===== src/rtl/pcileech_demux_pkg.sv =====
// Shared types and slot-map helpers for the 256-bit word demultiplexer.
// The status word carries one routing nibble per data slot plus a marker nibble.
package pcileech_demux_pkg;

    typedef struct packed {
        logic [1:0] ctx;
        logic [1:0] port;
    } slot_nib_t;

    typedef enum logic [1:0] {
        ST_IDLE,
        ST_CHECK,
        ST_EMIT
    } state_t;

    localparam logic [3:0] NIB_FILLER     = 4'hF;
    localparam logic [3:0] MARKER_DEFAULT = 4'hE;
    localparam logic [2:0] LAST_SLOT      = 3'd6;

    // Status nibbles are interleaved in pairs, not laid out in slot order.
    function automatic slot_nib_t nib_of_slot(input logic [255:0] word, input logic [2:0] k);
        logic [3:0] nib;
        case (k)
            3'd0:    nib = word[251:248];
            3'd1:    nib = word[255:252];
            3'd2:    nib = word[243:240];
            3'd3:    nib = word[247:244];
            3'd4:    nib = word[235:232];
            3'd5:    nib = word[239:236];
            3'd6:    nib = word[227:224];
            default: nib = NIB_FILLER;
        endcase
        return slot_nib_t'(nib);
    endfunction

    function automatic logic [31:0] data_of_slot(input logic [255:0] word, input logic [2:0] k);
        return word[223 - 32 * int'(k) -: 32];
    endfunction

endpackage


===== src/rtl/pcileech_demux_port.sv =====
// Registered output stage for one destination port: write strobe plus held data/ctx.
module pcileech_demux_port (
    input  logic        clk,
    input  logic        rst,
    input  logic        wr,
    input  logic [31:0] data,
    input  logic [1:0]  ctx,
    output logic [31:0] dout,
    output logic [1:0]  dout_ctx,
    output logic        wr_en
);

    // NOTE: sequential state uses non-blocking assignments so every flop samples pre-edge values.
    always_ff @(posedge clk or posedge rst) begin
        if (rst) begin
            wr_en    <= 1'b0;
            dout     <= '0;
            dout_ctx <= '0;
        end else begin
            wr_en <= wr;
            if (wr) begin
                dout     <= data;
                dout_ctx <= ctx;
            end
        end
    end

endmodule


===== src/rtl/pcileech_demux.sv =====
// Splits marked 256-bit words into per-port 32-bit writes, one slot per cycle, in slot order.
// Optional statistics counters are built when DEMUX_STATS_EN is defined.
module pcileech_demux
    import pcileech_demux_pkg::*;
#(
    parameter logic [3:0] MARKER = MARKER_DEFAULT
) (
    input  logic         clk,
    input  logic         rst,
    input  logic [255:0] din,
    input  logic         din_valid,
    output logic         din_ready,
    output logic [31:0]  p0_dout,
    output logic [1:0]   p0_ctx,
    output logic         p0_wr_en,
    input  logic         p0_full,
    output logic [31:0]  p1_dout,
    output logic [1:0]   p1_ctx,
    output logic         p1_wr_en,
    input  logic         p1_full,
    output logic [31:0]  p2_dout,
    output logic [1:0]   p2_ctx,
    output logic         p2_wr_en,
    input  logic         p2_full,
    output logic [31:0]  p3_dout,
    output logic [1:0]   p3_ctx,
    output logic         p3_wr_en,
    input  logic         p3_full,
    output logic         err_marker
`ifdef DEMUX_STATS_EN
    ,
    output logic [15:0]  stat_words,
    output logic [15:0]  stat_drops,
    output logic [15:0]  stat_fill
`endif
);

    state_t       state_q, state_d;
    logic [2:0]   slot_q, slot_d;
    logic [255:0] word_q;
    logic         load;
    logic         err_d;
    logic         marker_ok;
    logic         is_filler;
    logic         advance;
    logic [3:0]   full;
    logic [3:0]   wr_sel;
    slot_nib_t    nib;
    logic [31:0]  slot_data;

    assign full      = {p3_full, p2_full, p1_full, p0_full};
    assign din_ready = (state_q == ST_IDLE) && !rst;
    assign marker_ok = (word_q[231:228] == MARKER);
    assign nib       = nib_of_slot(word_q, slot_q);
    assign is_filler = (nib == slot_nib_t'(NIB_FILLER));
    assign slot_data = data_of_slot(word_q, slot_q);

    // NOTE: every always_comb output gets a default first, so no path can infer a latch.
    always_comb begin
        state_d = state_q;
        slot_d  = slot_q;
        load    = 1'b0;
        err_d   = 1'b0;
        advance = 1'b0;
        wr_sel  = '0;
        case (state_q)
            ST_IDLE: begin
                if (din_valid) begin
                    load    = 1'b1;
                    state_d = ST_CHECK;
                end
            end
            ST_CHECK: begin
                slot_d = 3'd0;
                if (marker_ok) begin
                    state_d = ST_EMIT;
                end else begin
                    err_d   = 1'b1;
                    state_d = ST_IDLE;
                end
            end
            ST_EMIT: begin
                // A full target holds the slot: later slots never overtake it.
                if (is_filler) begin
                    advance = 1'b1;
                end else if (!full[nib.port]) begin
                    wr_sel[nib.port] = 1'b1;
                    advance          = 1'b1;
                end
                if (advance) begin
                    if (slot_q == LAST_SLOT) begin
                        slot_d  = 3'd0;
                        state_d = ST_IDLE;
                    end else begin
                        slot_d = slot_q + 3'd1;
                    end
                end
            end
            default: state_d = ST_IDLE;
        endcase
    end

    // NOTE: word_q is a plain register, not a memory, so it takes the async reset with the rest.
    always_ff @(posedge clk or posedge rst) begin
        if (rst) begin
            state_q    <= ST_IDLE;
            slot_q     <= 3'd0;
            word_q     <= '0;
            err_marker <= 1'b0;
        end else begin
            state_q    <= state_d;
            slot_q     <= slot_d;
            err_marker <= err_d;
            if (load) begin
                word_q <= din;
            end
        end
    end

`ifdef DEMUX_STATS_EN
    always_ff @(posedge clk or posedge rst) begin
        if (rst) begin
            stat_words <= '0;
            stat_drops <= '0;
            stat_fill  <= '0;
        end else begin
            if (state_q == ST_CHECK && marker_ok) begin
                stat_words <= stat_words + 16'd1;
            end
            if (state_q == ST_CHECK && !marker_ok) begin
                stat_drops <= stat_drops + 16'd1;
            end
            if (state_q == ST_EMIT && is_filler) begin
                stat_fill <= stat_fill + 16'd1;
            end
        end
    end
`endif

    pcileech_demux_port u_port0 (
        .clk(clk), .rst(rst), .wr(wr_sel[0]), .data(slot_data), .ctx(nib.ctx),
        .dout(p0_dout), .dout_ctx(p0_ctx), .wr_en(p0_wr_en)
    );
    pcileech_demux_port u_port1 (
        .clk(clk), .rst(rst), .wr(wr_sel[1]), .data(slot_data), .ctx(nib.ctx),
        .dout(p1_dout), .dout_ctx(p1_ctx), .wr_en(p1_wr_en)
    );
    pcileech_demux_port u_port2 (
        .clk(clk), .rst(rst), .wr(wr_sel[2]), .data(slot_data), .ctx(nib.ctx),
        .dout(p2_dout), .dout_ctx(p2_ctx), .wr_en(p2_wr_en)
    );
    pcileech_demux_port u_port3 (
        .clk(clk), .rst(rst), .wr(wr_sel[3]), .data(slot_data), .ctx(nib.ctx),
        .dout(p3_dout), .dout_ctx(p3_ctx), .wr_en(p3_wr_en)
    );

endmodule


===== config.mk =====
export PLATFORM = sky130hd
export DESIGN_NAME = pcileech_demux
export DESIGN_NICKNAME = d
export VERILOG_FILES = /design/src/rtl/pcileech_demux_pkg.sv /design/src/rtl/pcileech_demux_port.sv /design/src/rtl/pcileech_demux.sv
export SDC_FILE = /design/constraint.sdc
export NUM_CORES = 1
export LEC_CHECK = 0
export CAP_MARGIN = 20
export CORE_ASPECT_RATIO = 1.2
export CORE_MARGIN = 3
export CORE_UTILIZATION = 50
export CTS_CLUSTER_DIAMETER = 200
export DETAILED_ROUTE_END_ITERATION = 8
export PLACE_DENSITY = 0.84
export SYNTH_ARGS = -nofsm -noshare
export SYNTH_HDL_FRONTEND = slang
export SYNTH_HIERARCHICAL = 1
export SYNTH_SLANG_ARGS = --single-unit

===== constraint.sdc =====
create_clock -name clk -period 22.3 [get_ports clk]
set_input_delay 3.345 -clock clk [delete_from_list [all_inputs] [get_ports clk]]
set_output_delay 3.345 -clock clk [all_outputs]
set_load 0.01 [all_outputs]

==> impl_metrics.csv <==
group,metric,value,unit
sta,drv_slew,0,
sta,skew,16.5,ps
sta,setup_viol,0,
grt,antenna_found_initial,27,
status,status,"completed",
critical_path,endpoint_kind,"output port",
synth,ys_seq_elements,402,
detailed_routing,wl_per_cell,24.5,um
clock_network,cts-root-buf,"clkbuf_16",
finish,nNetsFinal,1773,
power_and_ir_drop,combPwrFrac,47.7,%
sta,slew_headroom,25.1,%
detailed_routing,drcViolationCount,0,
critical_path,path_max_fanout,6,
detailed_routing,drt_first_pass_iters,5,
die,initial_core_util,50.9,%
sta,rsz0062_at_grt,"no",
clock_network,post_cts_resized,0,
critical_path,worstSetupPathType,"in2out",
synth,synthesis.nets,1382,
die,die_w,179,um
power_and_ir_drop,intPower,2540,uW
power_and_ir_drop,switchingPower,1330,uW
synth,ys_types,48,
synth,synth_edf_count,0,
clock_network,post_cts_buffers,0,
run,maxCapViolCount,0,
detailed_routing,drtIter0Drc,779,
power_and_ir_drop,ir_drop,0.0000826,V
synth,synth_warnings,6,
power_and_ir_drop,seqPwrFrac,35.1,%
clock_network,clkSlewWorstSetupHoldPaths,60,ps
critical_path,critPathSlowestCell,"clkdlybuf4s50_1",
critical_path,cp_cell_sequence,"clkdlybuf4s50_1 -> nor3_1 -> clkdlybuf4s50_1",
grt,grt_pass1_wl,73.9,mm
synth,seq_area_frac_synth,56.1,%
power_and_ir_drop,clock_power_share,17.2,%
power_and_ir_drop,p_leak,0.00972,uW
finish,drive_gt1_share,36.7,%
finish,final_common_cell,"clkdlybuf4s50_1",
finish,utilization,67.1,%
sta,fmax,0.121,GHz
grt,grt_use_total,25.7,%
detailed_routing,drt_wl_total,49.5,mm
critical_path,startpoint_type,"input pin",
placement,dpl.hpwl,35.7,mm
detailed_routing,vias,11300,
die,num_rows,75,
critical_path,required,18950,ps
synth,async_reset_ff_share,100,%
critical_path,cp.arrival,4930,ps
synth,netlist_area,0.0179,sq mm
sta,finalCritPeriodShare,37.1,%
worst_hold_path,hold_path_class,"reg2reg",
clock_network,cts_max_level,2,
grt,grt_overflow,0,
grt,grt_max_degree,122,
synth,synthFlopType,"dfrtp_1",
detailed_routing,routed_via_density,5.57,
sta,tightestPinTransition,1120,ps
clock_network,clock_latency,550,ps
finish,mostFrequentLayoutCells,"404 x clkdlybuf4s50_1, 401 x dfrtp_1, 274 x mux2_2",
synth,synthCells,1113,
die,dieArea,0.0382,sq mm
die,ios,405,
sta,fin_ws,14020,ps
sta,layout_min_cycle_time,8280,ps
synth,syn_area_per_cell,16.1,sq um
sta,hold_violations,0,
clock_network,cts-hold-fix-buffers,0,
placement,place_ws,14020,ps
placement,gp_congestion,0.845,
clock_network,cts_buffers,41,
sta,fin_tns_setup,0,ps
power_and_ir_drop,switching_share,34.4,%
detailed_routing,final_antenna_net_count,0,
die,die_h,213,um
power_and_ir_drop,power.density,164,mW/mm^2
clock_network,cts_tree,"built",
finish,syn_to_final_growth,31.7,%
placement,portBuffers,404,
critical_path,crit_path_max_incr_delay,610,ps
grt,grt_pass1_vias,12200,
die,core_area,0.0352,sq mm
clock_network,cts.path.max_buffers,3,
critical_path,crit_path_frequent_cell,"clkdlybuf4s50_1",
clock_network,cts_sinks,402,
[synth_stat cells (all sizes together), types with 2 or more instances]
master	instances	area [sq um]
nor4	4	31.3
mux2	394	4890
a221oi	3	38.8
ha	6	75.1
dfrtp	402	10100
nor2	5	18.8
a31oi	3	18.8
a22o	2	20.0
nor3	5	30.0
a221o	2	21.3
nand3	2	10.0
o21ai	2	10.0
buf	34	375
mux4	64	1440
or3	4	35.0
clkbuf	40	150
a22oi	2	15.0
nand2	71	267
mux2i	2	20.0
a32o	2	20.0
a21oi	36	180
o211ai	3	22.5
a31o	3	26.3
inv	9	33.8
[layout make-up]
| type | instances | area (sq um) |
|---|---|---|
| Tap cell | 462 | 578 |
| Clock buffer | 64 | 1230 |
| Multi-Input combinational cell | 628 | 7380 |
| Antenna cell | 26 | 65.1 |
| Timing Repair Buffer | 422 | 4180 |
| Inverter | 9 | 41.3 |
| Fill cell | 2455 | 11600 |
| Clock inverter | 11 | 65.1 |
| Sequential cell | 402 | 10100 |
[routing by layer]
layer / wire length [um] / track usage (%)
met2: 24700 / 41.5
met1: 19700 / 32.8
met4: 2310 / 13.7
met5: 52 / 0
met3: 2740 / 5.28
[through the flow]
stage | std cells | power [uW] | hold slack [ps] | instance area [sq um]
after floorplan | 1113 | 2540 | 475 | 17900
after global placement | 1923 | 3120 | 483 | 22200
after detailed placement | 1923 | 3210 | 491 | 22200
after CTS | 1998 | 3880 | 505 | 23500
after global routing | 2022 | 4070 | 517 | 23600
final | 2024 | 3870 | 499 | 23600
[worst max-delay path, delay by kind of cell]
family                 cells  cell delay (ps)
AND/OR/NAND/NOR            1              360
buffers and inverters      2             1220
[cell families (layout without fill, tap and decap cells)]
group / count (synthesis) / in the layout / share of synthesized area [%]
mux: 460 / 460 / 35.4
flops: 402 / 402 / 56.1
simple gates: 96 / 96 / 2.38
buf+inv: 83 / 506 / 3.12
compound gates: 64 / 64 / 2.44
fa+ha+maj: 6 / 6 / 0.419
xor+xnor: 2 / 2 / 0.0977
other cells: 0 / 26 / 0
[flip-flops by register name, indices dropped and copies added, names as in the netlist, 2 cells and up]
name,flops
word_q,256
u_port0/dout,32
u_port1/dout,32
u_port2/dout,32
u_port3/dout,32
slot_q,3
state_q,2
u_port0/dout_ctx,2
u_port1/dout_ctx,2
u_port2/dout_ctx,2
u_port3/dout_ctx,2
[power by group through the flow]
stage	Sequential [uW]	Combinational (uW)	Clock [uW]
2_1_floorplan	1320	1230	0
3_3_place_gp	1340	1780	0
3_5_place_dp	1360	1840	0
4_1_cts	1360	1850	677
5_1_grt	1400	1960	709
6_report	1360	1850	665
[worst paths after layout]
kind / start / end / slack, ps / cells after the start
max: rst / din_ready / 14020 / 3
min: word_q[45] / word_q[45] / 500 / 1
max reg2reg: slot_q[0] / u_port3/dout[10] / 17280 / 10
min reg2reg: word_q[45] / word_q[45] / 500 / 1
max in group asynchronous: rst / word_q[34] / 16460 / 4
min in group asynchronous: rst / u_port1/dout[0] / 3310 / 2
(Power assumes the default switching activity.)
